**config.mk**
```make
export PLATFORM = sky130hd
export DESIGN_NAME = pc_sequencer_flat
export DESIGN_NICKNAME = d
export VERILOG_FILES = /design/src/rtl/mips_pkg.sv /design/src/rtl/pc_sequencer_if.sv /design/src/rtl/fetch_skid.sv /design/src/rtl/pc_sequencer.sv /design/src/flat_wrapper.sv
export SDC_FILE = /design/constraint.sdc
export NUM_CORES = 1
export LEC_CHECK = 0
export ABC_AREA = 1
export CORE_MARGIN = 3
export CORE_UTILIZATION = 45
export CTS_CLUSTER_SIZE = 12
export DETAILED_ROUTE_END_ITERATION = 16
export PLACE_DENSITY = 0.74
export REMOVE_ABC_BUFFERS = 1
export SKIP_CTS_REPAIR_TIMING = 1
export SYNTH_ARGS = -nofsm -noshare
export SYNTH_HDL_FRONTEND = slang
export SYNTH_SLANG_ARGS = --single-unit
```
**constraint.sdc**
```tcl
create_clock -name clk -period 1.79 [get_ports clk]
set_input_delay 0.2685 -clock clk [delete_from_list [all_inputs] [get_ports clk]]
set_output_delay 0.2685 -clock clk [all_outputs]
set_load 0.03 [all_outputs]
```
**src/rtl/mips_pkg.sv**
```systemverilog
// Shared fetch-side types and constants for the MIPS core front end.
package mips_pkg;

    localparam int unsigned XLEN = 32;

    localparam logic [XLEN-1:0] RESET_VECTOR = 32'h0000_0000;
    localparam logic [XLEN-1:0] EXC_VECTOR   = 32'h8000_0180;
    localparam logic [XLEN-1:0] INSTR_BYTES  = 32'h0000_0004;

    typedef enum logic [1:0] {
        BOOT  = 2'd0,
        FETCH = 2'd1,
        IDLE  = 2'd2,
        DRAIN = 2'd3
    } seq_state_e;

    typedef enum logic [1:0] {
        RS_NONE = 2'd0,
        RS_EXC  = 2'd1,
        RS_BR   = 2'd2,
        RS_JUMP = 2'd3
    } redir_src_e;

    typedef struct packed {
        logic [XLEN-1:0] pc;
        logic [XLEN-1:0] instr;
    } fetch_pkt_t;

    // Clear the byte-offset bits of a fetch address.
    function automatic logic [XLEN-1:0] word_align(input logic [XLEN-1:0] a);
        return a & ~XLEN'(3);
    endfunction

endpackage

```
**src/rtl/pc_sequencer_if.sv**
```systemverilog
// Instruction-memory request/ack bus between the sequencer and imem.
interface pc_sequencer_if;
    import mips_pkg::*;

    logic            imem_req;
    logic [XLEN-1:0] imem_addr;
    logic            imem_ack;
    logic [XLEN-1:0] imem_rdata;

    modport master (
        output imem_req,
        output imem_addr,
        input  imem_ack,
        input  imem_rdata
    );

    modport slave (
        input  imem_req,
        input  imem_addr,
        output imem_ack,
        output imem_rdata
    );

endinterface

```
**src/rtl/fetch_skid.sv**
```systemverilog
// One-entry (pc, instr) holding buffer that absorbs a fetch returned while decode stalls.
module fetch_skid
    import mips_pkg::*;
(
    input  logic       clk,
    input  logic       reset,
    input  logic       load,
    input  fetch_pkt_t load_pkt,
    input  logic       unload,
    input  logic       flush,
    output logic       valid,
    output fetch_pkt_t pkt
);

    logic       valid_q, valid_d;
    fetch_pkt_t pkt_q, pkt_d;

    // Flush beats load; a load in the same cycle as unload replaces the entry.
    always_comb begin
        valid_d = valid_q;
        pkt_d   = pkt_q;
        if (flush) begin
            valid_d = 1'b0;
        end else if (load) begin
            valid_d = 1'b1;
            pkt_d   = load_pkt;
        end else if (unload) begin
            valid_d = 1'b0;
        end
    end

    // Entry storage.
    always_ff @(posedge clk or negedge reset) begin
        if (!reset) begin
            valid_q <= 1'b0;
            pkt_q   <= '0;
        end else begin
            valid_q <= valid_d;
            pkt_q   <= pkt_d;
        end
    end

    assign valid = valid_q;
    assign pkt   = pkt_q;

endmodule

```
**src/rtl/pc_sequencer.sv**
```systemverilog
// Fetch PC controller: flow-controlled, redirect-aware imem sequencing into a decode output register.
module pc_sequencer
    import mips_pkg::*;
(
    input  logic            clk,
    input  logic            reset,
    pc_sequencer_if.master  imem,
    input  logic            stall,
    input  logic            exc,
    input  logic            br_taken,
    input  logic [XLEN-1:0] br_target,
    input  logic            jump,
    input  logic [XLEN-1:0] jump_target,
    output logic [XLEN-1:0] pc,
    output logic [XLEN-1:0] pc_plus4,
    output logic [XLEN-1:0] instr,
    output logic            pc_valid
);

    seq_state_e      state_q, state_d;
    logic [XLEN-1:0] addr_q, addr_d;
    logic [XLEN-1:0] tgt_q, tgt_d;
    logic            req_q, req_d;
    logic [XLEN-1:0] pc_q, pc_d;
    logic [XLEN-1:0] instr_q, instr_d;
    logic            valid_q, valid_d;

    redir_src_e      redir_src;
    logic [XLEN-1:0] redir_tgt;
    logic            redirect;
    logic            ack_ok;
    logic            advance;
    logic            word_ok;

    logic            sk_valid;
    fetch_pkt_t      sk_pkt;
    fetch_pkt_t      new_pkt;
    logic            sk_load, sk_unload, sk_flush;

    fetch_skid u_skid (
        .clk      (clk),
        .reset    (reset),
        .load     (sk_load),
        .load_pkt (new_pkt),
        .unload   (sk_unload),
        .flush    (sk_flush),
        .valid    (sk_valid),
        .pkt      (sk_pkt)
    );

    assign new_pkt = '{pc: addr_q, instr: imem.imem_rdata};
    assign ack_ok  = imem.imem_ack && req_q;
    assign advance = !valid_q || !stall;

    // Redirect source priority (exception, branch, jump) and aligned target.
    always_comb begin
        redir_src = RS_NONE;
        if (exc) begin
            redir_src = RS_EXC;
        end else if (br_taken) begin
            redir_src = RS_BR;
        end else if (jump) begin
            redir_src = RS_JUMP;
        end
        case (redir_src)
            RS_EXC:  redir_tgt = EXC_VECTOR;
            RS_BR:   redir_tgt = word_align(br_target);
            RS_JUMP: redir_tgt = word_align(jump_target);
            default: redir_tgt = addr_q;
        endcase
        redirect = (redir_src != RS_NONE);
    end

    // Next-state, fetch address and output-register update.
    always_comb begin
        state_d   = state_q;
        addr_d    = addr_q;
        tgt_d     = tgt_q;
        pc_d      = pc_q;
        instr_d   = instr_q;
        valid_d   = valid_q;
        sk_load   = 1'b0;
        sk_unload = 1'b0;
        sk_flush  = 1'b0;
        word_ok   = 1'b0;

        case (state_q)
            BOOT: begin
                state_d = FETCH;
                if (redirect) addr_d = redir_tgt;
            end
            FETCH: begin
                if (redirect) begin
                    if (ack_ok) begin
                        addr_d = redir_tgt;
                    end else begin
                        tgt_d   = redir_tgt;
                        state_d = DRAIN;
                    end
                end else if (ack_ok) begin
                    word_ok = 1'b1;
                    addr_d  = addr_q + INSTR_BYTES;
                    // The skid stays occupied if decode is stalled or it already holds a word.
                    state_d = (!advance || sk_valid) ? IDLE : FETCH;
                end
            end
            IDLE: begin
                if (redirect) begin
                    addr_d  = redir_tgt;
                    state_d = FETCH;
                end else if (advance || !sk_valid) begin
                    state_d = FETCH;
                end
            end
            DRAIN: begin
                if (redirect) tgt_d = redir_tgt;
                if (ack_ok) begin
                    addr_d  = redirect ? redir_tgt : tgt_q;
                    state_d = FETCH;
                end
            end
            default: state_d = BOOT;
        endcase

        if (redirect) begin
            valid_d  = 1'b0;
            sk_flush = 1'b1;
        end else if (advance) begin
            if (sk_valid) begin
                pc_d      = sk_pkt.pc;
                instr_d   = sk_pkt.instr;
                valid_d   = 1'b1;
                sk_unload = 1'b1;
                sk_load   = word_ok;
            end else if (word_ok) begin
                pc_d    = new_pkt.pc;
                instr_d = new_pkt.instr;
                valid_d = 1'b1;
            end else begin
                valid_d = 1'b0;
            end
        end else begin
            sk_load = word_ok;
        end

        req_d = (state_d == FETCH) || (state_d == DRAIN);
    end

    // Sequencer state and output registers.
    always_ff @(posedge clk or negedge reset) begin
        if (!reset) begin
            state_q <= BOOT;
            addr_q  <= RESET_VECTOR;
            tgt_q   <= RESET_VECTOR;
            req_q   <= 1'b0;
            pc_q    <= RESET_VECTOR;
            instr_q <= '0;
            valid_q <= 1'b0;
        end else begin
            state_q <= state_d;
            addr_q  <= addr_d;
            tgt_q   <= tgt_d;
            req_q   <= req_d;
            pc_q    <= pc_d;
            instr_q <= instr_d;
            valid_q <= valid_d;
        end
    end

    assign imem.imem_req  = req_q;
    assign imem.imem_addr = addr_q;
    assign pc             = pc_q;
    assign pc_plus4       = pc_q + INSTR_BYTES;
    assign instr          = instr_q;
    assign pc_valid       = valid_q;

endmodule

```
**src/flat_wrapper.sv**
```systemverilog
// flat-port wrapper written by rule: the top's interface ports become plain ports
module pc_sequencer_flat import mips_pkg::*;
  (clk, reset, stall, exc, br_taken, br_target, jump, jump_target, pc, pc_plus4, instr, pc_valid, imem_imem_req, imem_imem_addr, imem_imem_ack, imem_imem_rdata);
  pc_sequencer_if imem_i ();
  input  logic clk;
  input  logic reset;
  input  logic stall;
  input  logic exc;
  input  logic br_taken;
  input  logic [XLEN-1:0] br_target;
  input  logic jump;
  input  logic [XLEN-1:0] jump_target;
  output logic [XLEN-1:0] pc;
  output logic [XLEN-1:0] pc_plus4;
  output logic [XLEN-1:0] instr;
  output logic pc_valid;
  output wire logic [$bits(imem_i.imem_req)-1:0] imem_imem_req;
  output wire logic [$bits(imem_i.imem_addr)-1:0] imem_imem_addr;
  input wire logic [$bits(imem_i.imem_ack)-1:0] imem_imem_ack;
  input wire logic [$bits(imem_i.imem_rdata)-1:0] imem_imem_rdata;
  assign imem_imem_req = imem_i.imem_req;
  assign imem_imem_addr = imem_i.imem_addr;
  assign imem_i.imem_ack = imem_imem_ack;
  assign imem_i.imem_rdata = imem_imem_rdata;
  pc_sequencer u_core (.clk(clk), .reset(reset), .imem(imem_i), .stall(stall), .exc(exc), .br_taken(br_taken), .br_target(br_target), .jump(jump), .jump_target(jump_target), .pc(pc), .pc_plus4(pc_plus4), .instr(instr), .pc_valid(pc_valid));
endmodule
```
==> impl_metrics.csv, run 1 <==
group,metric,value,unit
synthesis,syn-mean-instance-area,7.183,um^2
synthesis,yosysWarningCount,0,
pwr,leakagePower,8.733,nW
cells_and_area,antenna_cells_inserted,0,
global_routing,grt_overflow_total,0,
clock_tree,cts_buffer_depth,2,
route,dr.pass1.iters,5,
global_routing,number_of_global_route_vias_before_repair,10923,
placed_design,globalplace.congestion,0.8897,
critical_path,type_of_origin_of_the_critical_path,"flip-flop",
cells_and_area,leading_cell_types_in_the_layout_fill_and_taps_excluded,"nand2_1, dfrtp_1, o21ai_0",
die,initial_core_util,0.4619,
critical_path,arrival,2220,ps
route,postRouteAntennaNets,0,
critical_path,setup_crit_path_kind,"flip-flop to output pin",
sta,post_layout_worst_setup_margin,-695.1,ps
route,drcViolationCount,0,
synthesis,synth-seq-cells,196,
critical_path,r2r_cell_count,8,
clock_tree,worst_setup_hold_path_clk_slew,80,ps
clock_tree,latest_clock_arrival_within_the_worst_skew_pair,440,ps
sta,finalSetupViolations,28,
placed_design,dp.final_hpwl,25770,um
global_routing,initial_antenna_violation_count,0,
critical_path,worstReg2RegEnd,"u_core.imem.imem_addr[31]",
route,dr_total_vias,11848,
sta,grt_setup_unrepaired,"yes",
placed_design,portBuffers,228,
synthesis,synthCells,1573,
placed_design,detailedPlace.worstSlack,-310.3,ps
critical_path,reg2reg_from,"u_core.imem.imem_addr[10]",
sta,finalCriticalPeriod,2485,ps
pwr,max-vdd-ir-drop,0.0006405,V
route,finalWirelength,35950,um
sta,setup_total_negative_slack,-12830,ps
pwr,pwr_density,1031,nW/um^2
worst_hold_path,worst_hold_path_type,"input pin to asynchronous set/reset pin",
clock_tree,cts-buffers-inserted,17,
clock_tree,cts_tree,"yes",
run_status,status,"finished, violations left",
cells_and_area,num-nets-final,2013,
cells_and_area,mostFrequentLayoutCell,"nand2_1",
critical_path,timing.critical_path.to_type,"output pin",
critical_path,critical_path.max_fanout,2,
die,die_area,27050,um^2
sta,clock-skew-final,13.03,ps
sta,fin_hold_ws,362.8,ps
die,num_rows,57,
job,max_cap_violations,0,
die,die_x,164.5,um
route,wire_per_inst,16.02,um
cells_and_area,syn_to_final_growth,46.12,%
sta,maxClockFrequency,402.4,MHz
sta,relSlewSlack,0.7039,
sta,timing_max_transition_violations_final,0,
run_status,violated_checks,"negative setup slack",
sta,final_min_period_over_clock_period,1.388,
sta,worst_margin_pin_slew,444.1,ps
clock_tree,clock_sinks,196,
clock_tree,cts.htree.levels,4,
route,via_per_inst,5.280,
placed_design,dpl-instance-area,15140,um^2
global_routing,grt_pass1_wl,55700,um
cells_and_area,post_route_cells_drive_above_1_share,0.1917,
sta,report.final.hold_viol_count,0,
route,drt_iter0_markers,1225,
cells_and_area,finished_cell_area,16510,um^2
cells_and_area,finish.utilization,0.6749,
synthesis,synth-seq-area-share,0.4341,
die,core_area,24460,um^2
critical_path,cp_data_required_time,1520,ps
synthesis,synth.distinct_cells,40,
clock_tree,ctsRootBufferMaster,"clkbuf_16",
die,io_pins,233,
cells_and_area,fillers,2008,
synthesis,post_synth_instance_area,11300,um^2
die,floorplan.die.height,164.5,um
global_routing,globalRouteTotalUtil,0.2561,
global_routing,pin_count_of_the_biggest_net_entering_global_routing,69,
critical_path,ff2ff_setup_slack,80,ps
==> critical path, stage by stage (launching register included) <==
cell     delay (ps)
dfrtp_1         370
buf_4           120
inv_1            60
nor4_2          370
buf_4           220
nand2_4          60
nor3_2          190
xor2_1          180
buf_4           190
==> per-stage QoR <==
stage / total power (W) / cells
global route: 0.01782 / 2244
CTS: 0.01669 / 2226
detailed placement: 0.01293 / 2195
floorplan: 0.009048 / 1490
finish: 0.01703 / 2244
global placement: 0.01279 / 2195
==> cells in the mapped netlist <==
master | n | area share
buf_1 | 3 | 0.0010
buf_6 | 7 | 0.0070
a31oi_1 | 12 | 0.0066
clkbuf_1 | 31 | 0.010
a22oi_1 | 1 | 0.00066
and3_1 | 2 | 0.0011
o22ai_1 | 5 | 0.0028
nand3_1 | 51 | 0.023
ha_1 | 2 | 0.0022
nor2_2 | 8 | 0.0044
o221ai_1 | 1 | 0.00078
nand3_4 | 2 | 0.0031
inv_4 | 2 | 0.0011
buf_4 | 7 | 0.0047
nand3_2 | 2 | 0.0018
o31ai_1 | 2 | 0.0013
a21oi_2 | 5 | 0.0039
a21oi_1 | 77 | 0.034
o21ai_1 | 46 | 0.020
o21ai_2 | 3 | 0.0023
nand2_1 | 475 | 0.16
nor4_1 | 11 | 0.0061
buf_2 | 35 | 0.016
nor3b_1 | 2 | 0.0013
inv_1 | 146 | 0.049
nor2_1 | 119 | 0.040
nor3_1 | 9 | 0.0040
xor2_1 | 25 | 0.019
o2111ai_1 | 1 | 0.00078
nor3_2 | 1 | 0.00089
and2_1 | 1 | 0.00055
nor2_4 | 6 | 0.0060
nand4_1 | 22 | 0.012
o21ai_4 | 1 | 0.0014
nand2_2 | 21 | 0.012
dfrtp_1 | 196 | 0.43
o211ai_1 | 27 | 0.018
inv_2 | 19 | 0.0063
o21ai_0 | 185 | 0.082
nand2_4 | 2 | 0.0020
==> routing by layer <==
metal | vias to the layer above | share of wire | GRT usage | routed length (um)
met5 | - | 0 | 0 | 0
met4 | 0 | 0.019 | 0.06710 | 678
met3 | 59 | 0.077 | 0.04941 | 2780
met2 | 526 | 0.46 | 0.4185 | 16670
met1 | 5516 | 0.44 | 0.3517 | 15820
li1 | 5747 | - | - | -
==> cell families after synthesis <==
logic type,count (synthesis),synth area share
buffers and inverters,250,0.09435
XOR/XNOR,25,0.01938
AO/OA/AOI/OAI,366,0.1750
adder cells (fa/ha/maj),2,0.002214
flip-flops,196,0.4341
AND/OR/NAND/NOR,734,0.2750
==> final cells by class <==
type | instances | area (um^2) | area share
timing repair buffer | 399 | 4263 | 0.2582
clock buffer | 17 | 425.4 | 0.02577
tap | 324 | 405.4 | 0.02455
clock inverter | 14 | 142.6 | 0.008640
sequential | 196 | 4908 | 0.2973
multi-input combinational | 1127 | 5729 | 0.3470
inverter | 167 | 635.6 | 0.03850
==> flip-flops by register name, indices dropped and copies added, names as in the netlist <==
signal	cells
u_core.imem.imem_addr	32
u_core.pc_valid	1
u_core.state_q	2
u_core.tgt_q	32
u_core.pc	32
u_core.u_skid.pkt	64
u_core.instr	32
u_core.u_skid.valid	1
==> power by group <==
part	total, W	internal, W	switching, W
clock	0.00378	0.00185	0.00193
sequential	0.00574	0.00515	0.000587
combinational	0.00751	0.00320	0.00431
total	0.0170	0.0102	0.00682
==> worst max-delay path by stage <==
stage,start,end,slack [ps],depth (start not counted)
detailed placement,br_taken,u_core.imem.imem_addr[4],-310,13
finish,u_core.pc[7],pc_plus4[22],-700,8
global route,u_core.pc[8],pc_plus4[31],-800,11
global placement,br_taken,u_core.imem.imem_addr[30],-270,10
CTS,u_core.pc[3],pc_plus4[31],-700,11
floorplan,u_core.u_skid.valid,u_core.state_q[1],-2050,4
No activity file was read; power rests on OpenSTA's default activity.
==> run 2: changes to the inputs <==
--- a/config.mk
+++ b/config.mk
@@ -6,12 +6,12 @@
 export NUM_CORES = 1
 export LEC_CHECK = 0
 export ABC_AREA = 1
+export CAP_MARGIN = 10
 export CORE_MARGIN = 3
 export CORE_UTILIZATION = 45
 export CTS_CLUSTER_SIZE = 12
 export DETAILED_ROUTE_END_ITERATION = 16
 export PLACE_DENSITY = 0.74
-export REMOVE_ABC_BUFFERS = 1
 export SKIP_CTS_REPAIR_TIMING = 1
 export SYNTH_ARGS = -nofsm -noshare
 export SYNTH_HDL_FRONTEND = slang
==> run 2 against run 1 <==
  * The flow still finishes with violations (negative setup slack)
  * Power decreased by 1.2%
  * Non-clock buffer count decreased by 25
  * Core utilization decreased by 0.95 points
  * Critical path type unchanged
  * Critical endpoint is now pc_plus4[31]
==> impl_metrics.csv, run 2 (synthesis results as in run 1) <==
group,metric,value,unit
run_status,status,"finished, violations left",
run_status,violated_checks,"negative setup slack",
sta,grt_setup_unrepaired,"yes",
pwr,pwr-share-seq,0.345,
pwr,combinational_share_of_power,0.411,
sta,relSlewSlack,0.6703,
critical_path,cell_by_cell_trace_of_the_critical_path,"nand3_2, inv_2, nand2_2, nor2_4, nand2_4, nor2_4, nand2_2, nor2_4, xor2_4, buf_6",
sta,final_min_period_over_clock_period,1.288,
critical_path,timing.critical_path.to_type,"output pin",
critical_path,reg2reg_from,"u_core.state_q[0]",
critical_path,r2r_cell_count,8,
route,postRouteAntennaNets,0,
cells_and_area,fillers,1980,
cells_and_area,syn_to_final_growth,44.06,%
route,finalWirelength,35380,um
sta,finalSetupViolations,27,
critical_path,worstReg2RegEnd,"u_core.imem.imem_addr[0]",
placed_design,portBuffers,228,
critical_path,critical_path.endpoint,"pc_plus4[31]",
clock_tree,clock_sinks,196,
global_routing,pin_count_of_the_biggest_net_entering_global_routing,105,
pwr,clkPwrFrac,0.244,
pwr,max-vdd-ir-drop,0.0007237,V
sta,timing_max_transition_violations_final,0,
die,io_pins,233,
sta,finalCriticalPeriod,2305,ps
die,core_area,24460,um^2
route,drcViolationCount,0,
worst_hold_path,worst_hold_path_type,"input pin to asynchronous set/reset pin",
global_routing,initial_antenna_violation_count,0,
die,num_rows,57,
cells_and_area,antenna_cells_inserted,0,
critical_path,crit_cells,10,
route,via_per_inst,5.258,
clock_tree,latest_clock_arrival_within_the_worst_skew_pair,440,ps
pwr,power,0.01682,W
pwr,internal-power,0.01005,W
sta,post_layout_worst_setup_margin,-515.1,ps
clock_tree,cts_tree,"yes",
route,dr_total_vias,11673,
cells_and_area,leading_cell_types_in_the_layout_fill_and_taps_excluded,"nand2_1, o21ai_0, dfrtp_1",
critical_path,arrival,2040,ps
die,floorplan.die.height,164.5,um
cells_and_area,largest_register_ff_count,64,
route,dr.pass1.iters,8,
cells_and_area,mostFrequentLayoutCell,"nand2_1",
critical_path,type_of_origin_of_the_critical_path,"flip-flop",
critical_path,setup_crit_path_kind,"flip-flop to output pin",
global_routing,number_of_global_route_vias_before_repair,10931,
pwr,total_switching_power,0.006770,W
critical_path,critical_path.max_fanout,4,
clock_tree,cts-buffers-inserted,17,
sta,worst_margin_pin_slew,494.5,ps
critical_path,cp_top_family,"simple AND/OR/NAND/NOR gates",
critical_path,crit_path_top_delay_cell,"dfrtp_2",
die,initial_core_util,0.4619,
die,die_x,164.5,um
placed_design,globalplace.congestion,0.9329,
global_routing,grt_pass1_wl,55230,um
sta,fin_hold_ws,352.1,ps
sta,report.final.hold_viol_count,0,
job,max_cap_violations,0,
route,wire_per_inst,15.94,um
cells_and_area,area_occupied_by_multi_input_gates,5807,um^2
clock_tree,ctsRootBufferMaster,"clkbuf_16",
critical_path,critical-path-top-cell-by-count,"nor2_4",
cells_and_area,footprint_of_the_flip_flops_and_latches,4938,um^2
route,drt_iter0_markers,1131,
sta,clock-skew-final,11.53,ps
die,die_area,27050,um^2
cells_and_area,post_route_cells_drive_above_1_share,0.1936,
clock_tree,cts.htree.levels,4,
clock_tree,cts_buffer_depth,2,
placed_design,detailedPlace.worstSlack,-351.6,ps
synthesis,postSynthNetCount,1678,
critical_path,ff2ff_setup_slack,110,ps
pwr,netSwitchingFraction,0.4025,
critical_path,cp_data_required_time,1520,ps
cells_and_area,num-nets-final,1988,
pwr,leakagePower,8.544,nW
critical_path,timing.critical_path.slowest_cell_delay,440,ps
global_routing,globalRouteTotalUtil,0.2549,
placed_design,dp.final_hpwl,25310,um
critical_path,setup.worst_path.start,"u_core.pc[2]",
critical_path,timing.critical_path.buf_inv,2,
pwr,pwr_density,1033,nW/um^2
clock_tree,worst_setup_hold_path_clk_slew,80,ps
global_routing,grt_overflow_total,0,
sta,maxClockFrequency,433.8,MHz
[run 2: cell count changes in the layout (fill, tap and decap cells not counted), moves of 5 or more]
| cell | before | now |
|---|---|---|
| buf_12 | 40 | 20 |
| buf_4 | 145 | 133 |
| buf_6 | 12 | 19 |
| dfrtp_1 | 193 | 169 |
| dfrtp_2 | 3 | 27 |
| nand2_1 | 462 | 467 |
[run 2: worst min-delay path by stage]
stage	cells after the start	slack, ps	from	endpoint
floorplan	0	-30	reset	u_core.imem.imem_addr[0]
global placement	1	270	reset	u_core.instr[21]
detailed placement	1	280	reset	u_core.u_skid.pkt[21]
CTS	1	-200	reset	u_core.instr[21]
global route	2	390	reset	u_core.instr[21]
finish	2	350	reset	u_core.u_skid.pkt[21]
[run 2: routing by layer]
layer / GRT usage / part of all wire / up-vias
met3: 0.04164 / 0.082 / 48
li1: - / - / 5705
met4: 0.06443 / 0.015 / 0
met1: 0.3553 / 0.43 / 5400
met2: 0.4173 / 0.47 / 520
met5: 0 / 0 / -
[run 2: metrics by stage]
step	cells	util	TNS (ps)	cell area, um^2
4_1_cts	2206	0.6394	-17030	15640
3_5_place_dp	2174	0.6132	-35060	15000
2_1_floorplan	1573	-	-550.2	11560
3_3_place_gp	2174	0.6132	-28310	15000
6_report	2220	0.6654	-9572	16280
5_1_grt	2220	0.6654	-12490	16280
[run 2: power by group through the flow]
stage | clock, W | sequential [W] | combinational [W]
floorplan | 0 | 0.00694 | 0.00241
global placement | 0 | 0.00584 | 0.00660
detailed placement | 0 | 0.00585 | 0.00669
CTS | 0.00417 | 0.00577 | 0.00672
global route | 0.00432 | 0.00589 | 0.00740
finish | 0.00411 | 0.00580 | 0.00691
[run 2: layout make-up]
type,instances,share of cell area
Timing Repair Buffer,374,0.2361
Clock buffer,17,0.02614
Multi-Input combinational cell,1127,0.3568
Inverter,167,0.03943
Sequential cell,196,0.3034
Clock inverter,15,0.01322
Tap cell,324,0.02491
